File: config.mk
export PLATFORM = sky130hd
export DESIGN_NAME = wb_master_engine_flat
export DESIGN_NICKNAME = d
export VERILOG_FILES = /design/src/rtl/wb_pkg.sv /design/src/rtl/wb_master_engine_if.sv /design/src/rtl/wb_timeout_counter.sv /design/src/rtl/wb_master_engine.sv /design/src/flat_wrapper.sv
export SDC_FILE = /design/constraint.sdc
export NUM_CORES = 1
export LEC_CHECK = 0
export CAP_MARGIN = 20
export CORE_ASPECT_RATIO = 0.9
export CORE_MARGIN = 4
export CORE_UTILIZATION = 37
export CTS_CLUSTER_SIZE = 24
export DETAILED_ROUTE_END_ITERATION = 10
export PLACE_DENSITY = 0.77
export SETUP_SLACK_MARGIN = 0.15
export SLEW_MARGIN = 20
export SYNTH_ARGS = -nofsm -noshare
export SYNTH_HDL_FRONTEND = slang
export SYNTH_HIERARCHICAL = 1
export SYNTH_SLANG_ARGS = --single-unit
export TNS_END_PERCENT = 30
File: constraint.sdc
create_clock -name clk -period 1.5 [get_ports clk]
set_clock_uncertainty 0.15 [all_clocks]
set_input_delay 0.3 -clock clk [delete_from_list [all_inputs] [get_ports clk]]
set_output_delay 0.3 -clock clk [all_outputs]
set_load 0.03 [all_outputs]
File: src/rtl/wb_pkg.sv
// rtl/wb_pkg.sv - shared types and helpers for the Wishbone classic master engine
package wb_pkg;

    localparam int WB_MAX_ADDR_WIDTH = 64;
    localparam int WB_MAX_DATA_WIDTH = 128;
    localparam int WB_MAX_SEL_WIDTH  = WB_MAX_DATA_WIDTH / 8;

    typedef enum logic [1:0] {
        IDLE = 2'd0,
        BUS  = 2'd1,
        RESP = 2'd2
    } wb_master_state_t;

    // Sized for the widest supported bus; the engine uses the low bits only.
    typedef struct packed {
        logic                         we;
        logic [WB_MAX_ADDR_WIDTH-1:0] addr;
        logic [WB_MAX_DATA_WIDTH-1:0] wdata;
        logic [WB_MAX_SEL_WIDTH-1:0]  sel;
    } wb_req_t;

    function automatic int wb_sel_width(input int data_width);
        return data_width / 8;
    endfunction

endpackage

File: src/rtl/wb_master_engine_if.sv
// rtl/wb_master_engine_if.sv - request/response streams and Wishbone bus of the master engine
interface wb_master_engine_if
#(
    parameter int ADDR_WIDTH = 32,
    parameter int DATA_WIDTH = 32
);
    import wb_pkg::*;

    localparam int SEL_WIDTH = wb_sel_width(DATA_WIDTH);

    logic                  req_valid;
    logic                  req_ready;
    logic                  req_we;
    logic [ADDR_WIDTH-1:0] req_addr;
    logic [DATA_WIDTH-1:0] req_wdata;
    logic [SEL_WIDTH-1:0]  req_sel;

    logic                  rsp_valid;
    logic                  rsp_ready;
    logic [DATA_WIDTH-1:0] rsp_rdata;
    logic                  rsp_err;

    logic                  wb_cyc;
    logic                  wb_stb;
    logic                  wb_we;
    logic [ADDR_WIDTH-1:0] wb_adr;
    logic [DATA_WIDTH-1:0] wb_dat_o;
    logic [SEL_WIDTH-1:0]  wb_sel;
    logic [DATA_WIDTH-1:0] wb_dat_i;
    logic                  wb_ack;
    logic                  wb_err;

    modport master (
        input  req_valid, req_we, req_addr, req_wdata, req_sel,
        output req_ready,
        output rsp_valid, rsp_rdata, rsp_err,
        input  rsp_ready,
        output wb_cyc, wb_stb, wb_we, wb_adr, wb_dat_o, wb_sel,
        input  wb_dat_i, wb_ack, wb_err
    );

    modport slave (
        output req_valid, req_we, req_addr, req_wdata, req_sel,
        input  req_ready,
        input  rsp_valid, rsp_rdata, rsp_err,
        output rsp_ready,
        input  wb_cyc, wb_stb, wb_we, wb_adr, wb_dat_o, wb_sel,
        output wb_dat_i, wb_ack, wb_err
    );

endinterface

File: src/rtl/wb_timeout_counter.sv
// rtl/wb_timeout_counter.sv - saturating watchdog counter, expires after TIMEOUT_CYCLES enabled edges
module wb_timeout_counter
#(
    parameter int TIMEOUT_CYCLES = 255
) (
    input  logic clk,
    input  logic rst,
    input  logic clear,
    input  logic enable,
    output logic expired
);

    localparam int             CW    = $clog2(TIMEOUT_CYCLES + 1);
    localparam logic [CW-1:0]  LIMIT = CW'(TIMEOUT_CYCLES);
    localparam logic [CW-1:0]  LAST  = CW'(TIMEOUT_CYCLES - 1);

    logic [CW-1:0] count;

    always_ff @(posedge clk) begin
        if (rst || clear) begin
            count <= '0;
        end else if (enable && (count != LIMIT)) begin
            count <= count + CW'(1);
        end
    end

    // Combinational so the edge that completes the budget is the one that aborts.
    assign expired = enable && (count >= LAST);

endmodule

File: src/rtl/wb_master_engine.sv
// rtl/wb_master_engine.sv - Wishbone classic single-cycle master; watchdog built when WB_MASTER_TIMEOUT_EN is defined
module wb_master_engine
    import wb_pkg::*;
#(
    parameter int ADDR_WIDTH     = 32,
    parameter int DATA_WIDTH     = 32,
    parameter int TIMEOUT_CYCLES = 255
) (
    input  logic               clk,
    input  logic               rst,
    wb_master_engine_if.master bus
);

    localparam int SEL_WIDTH = wb_sel_width(DATA_WIDTH);

    if ((DATA_WIDTH % 8) != 0 || DATA_WIDTH > WB_MAX_DATA_WIDTH ||
        ADDR_WIDTH > WB_MAX_ADDR_WIDTH || TIMEOUT_CYCLES < 1) begin : g_bad_params
        $error("wb_master_engine: unsupported parameter combination");
    end

    wb_master_state_t      state;
    wb_req_t               req_q;
    logic [DATA_WIDTH-1:0] rdata_q;
    logic                  err_q;
    logic                  in_bus;
    logic                  timeout;
    logic                  unused_req_bits;

    assign in_bus = (state == BUS);

`ifdef WB_MASTER_TIMEOUT_EN
    wb_timeout_counter #(
        .TIMEOUT_CYCLES (TIMEOUT_CYCLES)
    ) u_timeout (
        .clk     (clk),
        .rst     (rst),
        .clear   (!in_bus),
        .enable  (in_bus),
        .expired (timeout)
    );
`else
    assign timeout = 1'b0;
`endif

    always_ff @(posedge clk) begin
        if (rst) begin
            state   <= IDLE;
            req_q   <= '0;
            rdata_q <= '0;
            err_q   <= 1'b0;
        end else begin
            case (state)
                IDLE: begin
                    if (bus.req_valid) begin
                        req_q.we    <= bus.req_we;
                        req_q.addr  <= WB_MAX_ADDR_WIDTH'(bus.req_addr);
                        req_q.wdata <= WB_MAX_DATA_WIDTH'(bus.req_wdata);
                        req_q.sel   <= WB_MAX_SEL_WIDTH'(bus.req_sel);
                        rdata_q     <= '0;
                        err_q       <= 1'b0;
                        state       <= BUS;
                    end
                end
                BUS: begin
                    // Error (bus or watchdog) takes priority over a simultaneous ack.
                    if (bus.wb_err || timeout) begin
                        err_q   <= 1'b1;
                        rdata_q <= '0;
                        state   <= RESP;
                    end else if (bus.wb_ack) begin
                        err_q   <= 1'b0;
                        rdata_q <= req_q.we ? '0 : bus.wb_dat_i;
                        state   <= RESP;
                    end
                end
                RESP: begin
                    if (bus.rsp_ready) begin
                        state <= IDLE;
                    end
                end
                default: state <= IDLE;
            endcase
        end
    end

    assign bus.req_ready = (state == IDLE) && !rst;
    assign bus.rsp_valid = (state == RESP);
    assign bus.rsp_rdata = rdata_q;
    assign bus.rsp_err   = err_q;

    assign bus.wb_cyc   = in_bus;
    assign bus.wb_stb   = in_bus;
    assign bus.wb_we    = in_bus && req_q.we;
    assign bus.wb_adr   = in_bus ? req_q.addr[ADDR_WIDTH-1:0]  : '0;
    assign bus.wb_dat_o = in_bus ? req_q.wdata[DATA_WIDTH-1:0] : '0;
    assign bus.wb_sel   = in_bus ? req_q.sel[SEL_WIDTH-1:0]    : '0;

    assign unused_req_bits = ^req_q;

endmodule

File: src/flat_wrapper.sv
// flat-port wrapper written by rule: the top's interface ports become plain ports
module wb_master_engine_flat import wb_pkg::*;
#(
    parameter int ADDR_WIDTH     = 32,
    parameter int DATA_WIDTH     = 32,
    parameter int TIMEOUT_CYCLES = 255
)
  (clk, rst, bus_req_valid, bus_req_we, bus_req_addr, bus_req_wdata, bus_req_sel, bus_req_ready, bus_rsp_valid, bus_rsp_rdata, bus_rsp_err, bus_rsp_ready, bus_wb_cyc, bus_wb_stb, bus_wb_we, bus_wb_adr, bus_wb_dat_o, bus_wb_sel, bus_wb_dat_i, bus_wb_ack, bus_wb_err);
  wb_master_engine_if #(.ADDR_WIDTH(ADDR_WIDTH), .DATA_WIDTH(DATA_WIDTH)) bus_i ();
  input  logic clk;
  input  logic rst;
  input wire logic [$bits(bus_i.req_valid)-1:0] bus_req_valid;
  input wire logic [$bits(bus_i.req_we)-1:0] bus_req_we;
  input wire logic [$bits(bus_i.req_addr)-1:0] bus_req_addr;
  input wire logic [$bits(bus_i.req_wdata)-1:0] bus_req_wdata;
  input wire logic [$bits(bus_i.req_sel)-1:0] bus_req_sel;
  output wire logic [$bits(bus_i.req_ready)-1:0] bus_req_ready;
  output wire logic [$bits(bus_i.rsp_valid)-1:0] bus_rsp_valid;
  output wire logic [$bits(bus_i.rsp_rdata)-1:0] bus_rsp_rdata;
  output wire logic [$bits(bus_i.rsp_err)-1:0] bus_rsp_err;
  input wire logic [$bits(bus_i.rsp_ready)-1:0] bus_rsp_ready;
  output wire logic [$bits(bus_i.wb_cyc)-1:0] bus_wb_cyc;
  output wire logic [$bits(bus_i.wb_stb)-1:0] bus_wb_stb;
  output wire logic [$bits(bus_i.wb_we)-1:0] bus_wb_we;
  output wire logic [$bits(bus_i.wb_adr)-1:0] bus_wb_adr;
  output wire logic [$bits(bus_i.wb_dat_o)-1:0] bus_wb_dat_o;
  output wire logic [$bits(bus_i.wb_sel)-1:0] bus_wb_sel;
  input wire logic [$bits(bus_i.wb_dat_i)-1:0] bus_wb_dat_i;
  input wire logic [$bits(bus_i.wb_ack)-1:0] bus_wb_ack;
  input wire logic [$bits(bus_i.wb_err)-1:0] bus_wb_err;
  assign bus_i.req_valid = bus_req_valid;
  assign bus_i.req_we = bus_req_we;
  assign bus_i.req_addr = bus_req_addr;
  assign bus_i.req_wdata = bus_req_wdata;
  assign bus_i.req_sel = bus_req_sel;
  assign bus_req_ready = bus_i.req_ready;
  assign bus_rsp_valid = bus_i.rsp_valid;
  assign bus_rsp_rdata = bus_i.rsp_rdata;
  assign bus_rsp_err = bus_i.rsp_err;
  assign bus_i.rsp_ready = bus_rsp_ready;
  assign bus_wb_cyc = bus_i.wb_cyc;
  assign bus_wb_stb = bus_i.wb_stb;
  assign bus_wb_we = bus_i.wb_we;
  assign bus_wb_adr = bus_i.wb_adr;
  assign bus_wb_dat_o = bus_i.wb_dat_o;
  assign bus_wb_sel = bus_i.wb_sel;
  assign bus_i.wb_dat_i = bus_wb_dat_i;
  assign bus_i.wb_ack = bus_wb_ack;
  assign bus_i.wb_err = bus_wb_err;
  wb_master_engine #(.ADDR_WIDTH(ADDR_WIDTH), .DATA_WIDTH(DATA_WIDTH), .TIMEOUT_CYCLES(TIMEOUT_CYCLES)) u_core (.clk(clk), .rst(rst), .bus(bus_i));
endmodule
==> impl_metrics.py, run 1 <==
metrics = {
    "run_status": {
        "outcome": "finished, violations left",
        "violations": "negative setup slack",
    },
    "critical_path": {
        "startpoint_type": "flop",
        "critPathKind": "flop to output port",
        "r2r_start": "u_core/state[0]",
        "cp.required_ns": 1.05,
        "crit_path_end_kind": "output port",
        "crit_path_max_fanout": 17,
        "r2r_end": "u_core/req_q[0]",
        "slowest_stage": "dfxtp_4",
        "rr_worst_depth": 5,
        "cp_slowest_stage_delay_ns": 0.34,
        "cpMostUsedCell": "buf_4",
        "ff2ff_setup_slack_ns": -0.16,
        "crit_chain": "nor2b_4 -> buf_4 -> buf_12 -> and2_4 -> buf_4",
        "worstPathArrival_ns": 1.47,
    },
    "worst_hold_path": {
        "holdCritStartpoint": "u_core/req_q[18]",
        "hold_class": "flop to flop",
        "hold_path_depth": 2,
        "holdPathEnd": "u_core/req_q[18]",
    },
    "sta": {
        "hold_ws_ns": 0.3077,
        "fin_crit_ns": 1.916,
        "post-route-period-util": 1.277,
        "finalMaxSlewViolations": 0,
        "fmax_mhz": 522.0,
        "hold_viol_final": 0,
        "fin_ws_ns": -0.4155,
        "rsz0062_at_grt": "true",
        "slew_headroom": 0.7527,
        "setup_viol": 168,
        "tightestPinTransition_ns": 0.3709,
    },
    "logic_synthesis": {
        "syn_avg_cell_area_sq_um": 8.125,
        "syn_inst": 541,
        "synth_nets": 648,
        "synth.largest_area_cell": "dfxtp_1",
        "synth_most_common_cell": "nand2_1",
        "yosysTopAreaCellShare": 0.4737,
        "yosysWarnings": 6,
        "ys_types": 21,
        "synth_edf_count": 0,
        "ys_ff_latch": 104,
        "synthesis.area_sq_um": 4395,
        "synth_commonest_cells": "nand2_1 (139), dfxtp_1 (104), a21oi_1 (72)",
        "yosysSeqAreaShare": 0.4737,
        "synth.area.top_cells": "dfxtp_1 (47%), nand2_1 (12%), and2_1 (9.8%), a21oi_1 (8.2%), mux2i_1 (7.3%)",
        "async_flop_share": 0,
        "ys.flop_type": "dfxtp_1",
    },
    "finish": {
        "drive_gt1_frac": 0.3091,
        "syn_to_final_growth_pct": 73.58,
        "fin_util": 0.6619,
        "fin_nets": 859,
        "diodes": 0,
    },
    "placement": {
        "place_ws_ns": -0.5243,
        "hpwlAfterDp_um": 9820,
        "gp_congestion": 0.7479,
        "io_buffers": 212,
    },
    "clocking": {
        "numCtsBuffers": 9,
        "cts-root-buf": "clkbuf_16",
        "clk_pin_slew_worst_paths_ns": 0.07,
        "clock_latency_ns": 0.33,
        "tritoncts": "yes",
        "htreeDepth": 3,
        "postCtsHoldBufs": 0,
        "cts.sinks": 104,
        "clockBufferDepth": 2,
    },
    "die": {
        "pin_count": 213,
        "die_area_sq_um": 13690,
        "start_util": 0.3813,
        "dieHeight_um": 111.4,
        "fp-row-count": 37,
        "die_x_um": 122.9,
        "coreArea_sq_um": 11530,
    },
    "power": {
        "power_density_nw_per_um2": 887.0,
        "p_leak_nw": 3.167,
        "ir_drop_uv": 669.0,
    },
    "job": {
        "drv_cap": 0,
    },
    "drt": {
        "wl_per_cell_um": 16.11,
        "vias": 4425,
        "wl_um": 14710,
        "antenna_left": 0,
        "dr.first_iter.drc_count": 352,
        "drt-pass1-iter-count": 5,
        "avgViaCountPerCell": 4.847,
        "drcViolationCount": 0,
    },
    "grt": {
        "antenna_found_initial": 0,
        "grt_pass1_wl_um": 21950,
        "track_usage": 0.1949,
        "grt_max_degree": 65,
        "grt_pass1_vias": 4358,
        "grt_overflow": 0,
    },
}
## kinds of logic after synthesis
family | share of synthesized area
simple gates | 0.3148
flops | 0.4737
compound gates | 0.08796
buf+inv | 0.05067
mux | 0.07287
## worst max path at each step
stage / cells after the start / end / start / slack [ns]
after global placement: 5 / u_core/req_q[144] / bus_req_valid / -0.48
after detailed placement: 5 / u_core/req_q[148] / bus_req_valid / -0.52
after CTS: 5 / bus_wb_adr[24] / u_core/state[1] / -0.43
final: 5 / bus_wb_sel[1] / u_core/state[0] / -0.42
after global routing: 5 / bus_wb_sel[1] / u_core/state[1] / -0.49
after floorplan: 6 / bus_wb_we / u_core/state[0] / -0.09
## worst max-delay path: cells and delay by family (launching register included)
family | cells | cell delay (ns)
and+or+nand+nor | 2 | 0.36
DFF | 1 | 0.34
buffers and inverters | 3 | 0.44
## state kept, by name, indices dropped and copies added, names as in the netlist
signal,cells
u_core/state,2
u_core/bus.rsp_err,1
u_core/bus.rsp_rdata,32
u_core/req_q,69
## cell usage in the layout (no fill, tap or decap), drive strengths merged, types with 4 or more instances in the layout
| master | count |
|---|---|
| dfxtp | 104 |
| clkdlybuf4s50 | 104 |
| nand3 | 32 |
| nand2b | 33 |
| nor2b | 4 |
| a21oi | 73 |
| nand2 | 139 |
| mux2i | 32 |
| clkbuf | 24 |
| buf | 129 |
| and2 | 69 |
## per-layer routing
metal	up-vias	wire length, um	part of all wire	track usage
li1	2160	-	-	-
met1	2100	6195	0.42	0.2475
met2	143	7418	0.50	0.3366
met3	22	805	0.055	0.03555
met4	0	291	0.020	0.05448
met5	-	0	0	0
## what timing repair did
action,CTS,global route
gates resized for setup,151,97
pin swaps,2,3
endpoints found under the setup margin,201,194
buffers inserted,5,2
cloned,1,6
## final cells by class
type | count | area (sq um)
flip-flops and latches | 104 | 2091
well taps | 156 | 195.2
clock inverters | 4 | 53.80
repair buffers | 246 | 2731
fillers | 924 | 3897
multi-input cells | 391 | 2312
clock buffers | 12 | 246.5
## power by group
part / switching, W / total, W / internal, W / leakage [nW]
sequential: 0.0000790 / 0.00298 / 0.00290 / 0.851
combinational: 0.000669 / 0.00142 / 0.000755 / 2.18
clock: 0.00102 / 0.00237 / 0.00135 / 0.139
total: 0.00177 / 0.00677 / 0.00500 / 3.17
## per-stage QoR
| step | total power, W | cells | area, sq um | TNS [ns] |
|---|---|---|---|---|
| 6_report | 0.006768 | 913 | 7630 | -37.00 |
| 5_1_grt | 0.007057 | 913 | 7630 | -48.00 |
| 4_1_cts | 0.006709 | 905 | 7197 | -39.10 |
| 3_5_place_dp | 0.004285 | 883 | 6857 | -50.50 |
| 3_3_place_gp | 0.004255 | 883 | 6857 | -47.92 |
| 2_1_floorplan | 0.003718 | 541 | 4644 | -6.100 |
No activity file was read; power rests on OpenSTA's default activity.
==> inputs of run 2 (changes only) <==
--- a/config.mk
+++ b/config.mk
@@ -8,14 +8,13 @@
 export CAP_MARGIN = 20
 export CORE_ASPECT_RATIO = 0.9
 export CORE_MARGIN = 4
-export CORE_UTILIZATION = 37
+export CORE_UTILIZATION = 36
 export CTS_CLUSTER_SIZE = 24
 export DETAILED_ROUTE_END_ITERATION = 10
-export PLACE_DENSITY = 0.77
+export PLACE_DENSITY = 0.76
 export SETUP_SLACK_MARGIN = 0.15
 export SLEW_MARGIN = 20
 export SYNTH_ARGS = -nofsm -noshare
 export SYNTH_HDL_FRONTEND = slang
-export SYNTH_HIERARCHICAL = 1
 export SYNTH_SLANG_ARGS = --single-unit
 export TNS_END_PERCENT = 30
==> run 2 against run 1 <==
The flow still finishes with violations (negative setup slack). Sequential share of layout area is 0.45 points higher. Utilization is 1.4 points lower. Sequential cell count stayed put. Wire length is 7.6% lower. Critical path depth stayed put. Non-clock buffer count is 1 lower. Synthesized cell count is 3.5% lower. Combinational power is 4% lower. Worst hold slack worse by 0.00091 ns. Sequential power hardly changed. Critical endpoint is now bus_wb_we. Highest routed layer unchanged.
==> impl_metrics.py, run 2 <==
metrics = {
    "drt": {
        "dr.first_iter.drc_count": 235,
        "avgViaCountPerCell": 4.814,
        "drcViolationCount": 0,
        "drt-pass1-iter-count": 4,
        "vias": 4299,
        "antenna_left": 0,
        "wl_per_cell_um": 15.22,
        "wl_um": 13590,
    },
    "critical_path": {
        "critPathKind": "flop to output port",
        "ff2ff_setup_slack_ns": -0.15,
        "crit_path_end_kind": "output port",
        "r2r_start": "u_core.state[1]",
        "worstPathArrival_ns": 1.41,
        "r2r_end": "u_core.req_q[22]",
        "cp.required_ns": 1.05,
        "crit_path_max_fanout": 9,
        "worstSetupStartpoint": "u_core.state[1]",
        "rr_worst_depth": 6,
        "startpoint_type": "flop",
    },
    "finish": {
        "syn_to_final_growth_pct": 74.22,
        "largest_register": "u_core.req_q",
        "diodes": 0,
        "layout_commonest_cell": "nand2_1",
        "fillers": 920,
        "multiInputGateArea_sq_um": 2327,
        "largest_reg_flops": 69,
        "drive_gt1_frac": 0.3460,
        "fin_util": 0.6479,
        "seq_area_sq_um": 2088,
        "stdcell_count": 893,
        "fin_nets": 840,
        "final_cell_mix": "nand2_1 (139), clkdlybuf4s50_1 (105), dfxtp_1 (101)",
        "final_area_sq_um": 7498,
    },
    "run_status": {
        "outcome": "finished, violations left",
        "violations": "negative setup slack",
    },
    "worst_hold_path": {
        "holdCritStartpoint": "u_core.req_q[168]",
        "hold_class": "flop to flop",
        "holdPathEnd": "u_core.req_q[168]",
        "hold_path_depth": 2,
    },
    "sta": {
        "rsz0062_at_grt": "true",
        "hold_viol_final": 0,
        "finalMaxSlewViolations": 0,
        "slew_headroom": 0.6754,
        "setup_viol": 164,
        "fmax_mhz": 537.0,
        "fin_crit_ns": 1.862,
        "tightestPinTransition_ns": 0.4868,
        "post-route-period-util": 1.242,
        "fin_ws_ns": -0.3623,
    },
    "clocking": {
        "tritoncts": "yes",
        "postCtsHoldBufs": 0,
        "cts-root-buf": "clkbuf_16",
        "numCtsBuffers": 9,
        "clockBufferDepth": 2,
        "cts.sinks": 104,
        "htreeDepth": 3,
        "clock_latency_ns": 0.33,
        "clk_pin_slew_worst_paths_ns": 0.06,
    },
    "logic_synthesis": {
        "yosysTopAreaCellShare": 0.4837,
        "yosysWarnings": 0,
        "synth.area.top_cells": "dfxtp_1 (48%), nand2_1 (12%), and2_1 (10%), a21oi_1 (8.4%), mux2i_1 (4.9%)",
        "ys_types": 24,
        "syn_inst": 522,
        "yosysSeqAreaShare": 0.4837,
        "synth.largest_area_cell": "dfxtp_1",
        "ys.flop_type": "dfxtp_1",
        "async_flop_share": 0,
        "syn_avg_cell_area_sq_um": 8.245,
        "synth_most_common_cell": "nand2_1",
        "synthesis.area_sq_um": 4304,
        "synth_commonest_cells": "nand2_1 (139), dfxtp_1 (104), a21oi_1 (72)",
        "synth_nets": 629,
        "synth_edf_count": 0,
        "ys_ff_latch": 104,
    },
    "power": {
        "sw_frac_of_total": 0.2576,
        "pwr-share-comb": 0.207,
        "p_seq_frac": 0.450,
        "netSwitchingPower_w": 0.001705,
        "clkPwrFrac": 0.343,
        "ir_drop_uv": 650.4,
        "power_density_nw_per_um2": 882.4,
        "p_int_w": 0.004912,
        "totalPowerFinal_w": 0.006617,
        "p_leak_nw": 3.098,
    },
    "placement": {
        "gp_congestion": 0.8068,
        "io_buffers": 212,
        "hpwlAfterDp_um": 9288,
        "place_ws_ns": -0.4619,
        "placed_cells": 866,
        "place_area_sq_um": 6659,
    },
    "job": {
        "drv_cap": 0,
    },
    "grt": {
        "track_usage": 0.1853,
        "antenna_found_initial": 0,
        "grt_max_degree": 70,
        "grt_pass1_vias": 4373,
        "grt_overflow": 0,
        "grt_pass1_wl_um": 20930,
    },
    "die": {
        "fp-row-count": 37,
        "coreArea_sq_um": 11570,
        "start_util": 0.3719,
        "die_area_sq_um": 13770,
        "die_x_um": 123.3,
        "pin_count": 213,
        "dieHeight_um": 111.7,
    },
}
## run 2: routing by layer
| layer | part of all wire | vias up | wire [um] | global-route usage |
|---|---|---|---|---|
| met1 | 0.40 | 2017 | 5407 | 0.2122 |
| met3 | 0.095 | 8 | 1287 | 0.07313 |
| met2 | 0.50 | 152 | 6778 | 0.3283 |
| met4 | 0.0088 | 0 | 120 | 0.03173 |
| met5 | 0 | - | 0 | 0 |
| li1 | - | 2122 | - | - |
## run 2: how the worst max path moves through the flow
stage | endpoint | slack, ns | depth (start not counted)
after floorplan | bus_wb_adr[21] | -0.02 | 5
after CTS | bus_wb_adr[2] | -0.38 | 5
final | bus_wb_we | -0.36 | 5
after detailed placement | u_core.req_q[25] | -0.46 | 5
after global routing | bus_wb_dat_o[11] | -0.42 | 5
after global placement | u_core.req_q[40] | -0.44 | 5
## run 2: metrics by stage
| step | setup TNS (ns) | hold WS (ns) |
|---|---|---|
| 2_1_floorplan | -1.010 | 0.2817 |
| 3_3_place_gp | -40.94 | 0.2902 |
| 5_1_grt | -42.29 | 0.3194 |
| 6_report | -29.88 | 0.3068 |
| 4_1_cts | -33.20 | 0.3071 |
| 3_5_place_dp | -44.00 | 0.2980 |
## run 2: repair_timing
action	in CTS	in global routing
buffers inserted	3	5
gates resized for setup	202	99
pin swaps	0	5
gates cloned	2	2
setup endpoints to repair	202	203
## run 2: logic make-up (layout without fill, tap and decap cells)
logic type	count (synthesis)	in the layout	share of synthesized area
buf+inv	45	260	0.05029
flops	104	104	0.4837
simple gates	265	265	0.3046
mux	21	21	0.04884
compound gates	87	87	0.1125
## run 2: power by group through the flow
stage / registers (W) / logic [W] / clock network (W)
3_3_place_gp: 0.00303 / 0.00117 / 0
5_1_grt: 0.00299 / 0.00147 / 0.00246
6_report: 0.00298 / 0.00137 / 0.00227
2_1_floorplan: 0.00305 / 0.000651 / 0
3_5_place_dp: 0.00304 / 0.00119 / 0
4_1_cts: 0.00298 / 0.00127 / 0.00233
## run 2: layout make-up
| cell class | instances | area share |
|---|---|---|
| timing repair buffer | 245 | 0.3467 |
| multi-input combinational | 373 | 0.3104 |
| sequential | 104 | 0.2785 |
| clock buffer | 11 | 0.03104 |
| tap | 156 | 0.02603 |
| clock inverter | 4 | 0.007342 |
## run 2: critical path, stage by stage (launching register included)
cell and delay (ns):
dfxtp_4 0.36, nor2b_4 0.12, buf_12 0.17, clkbuf_16 0.17
and2_4 0.14, buf_6 0.12
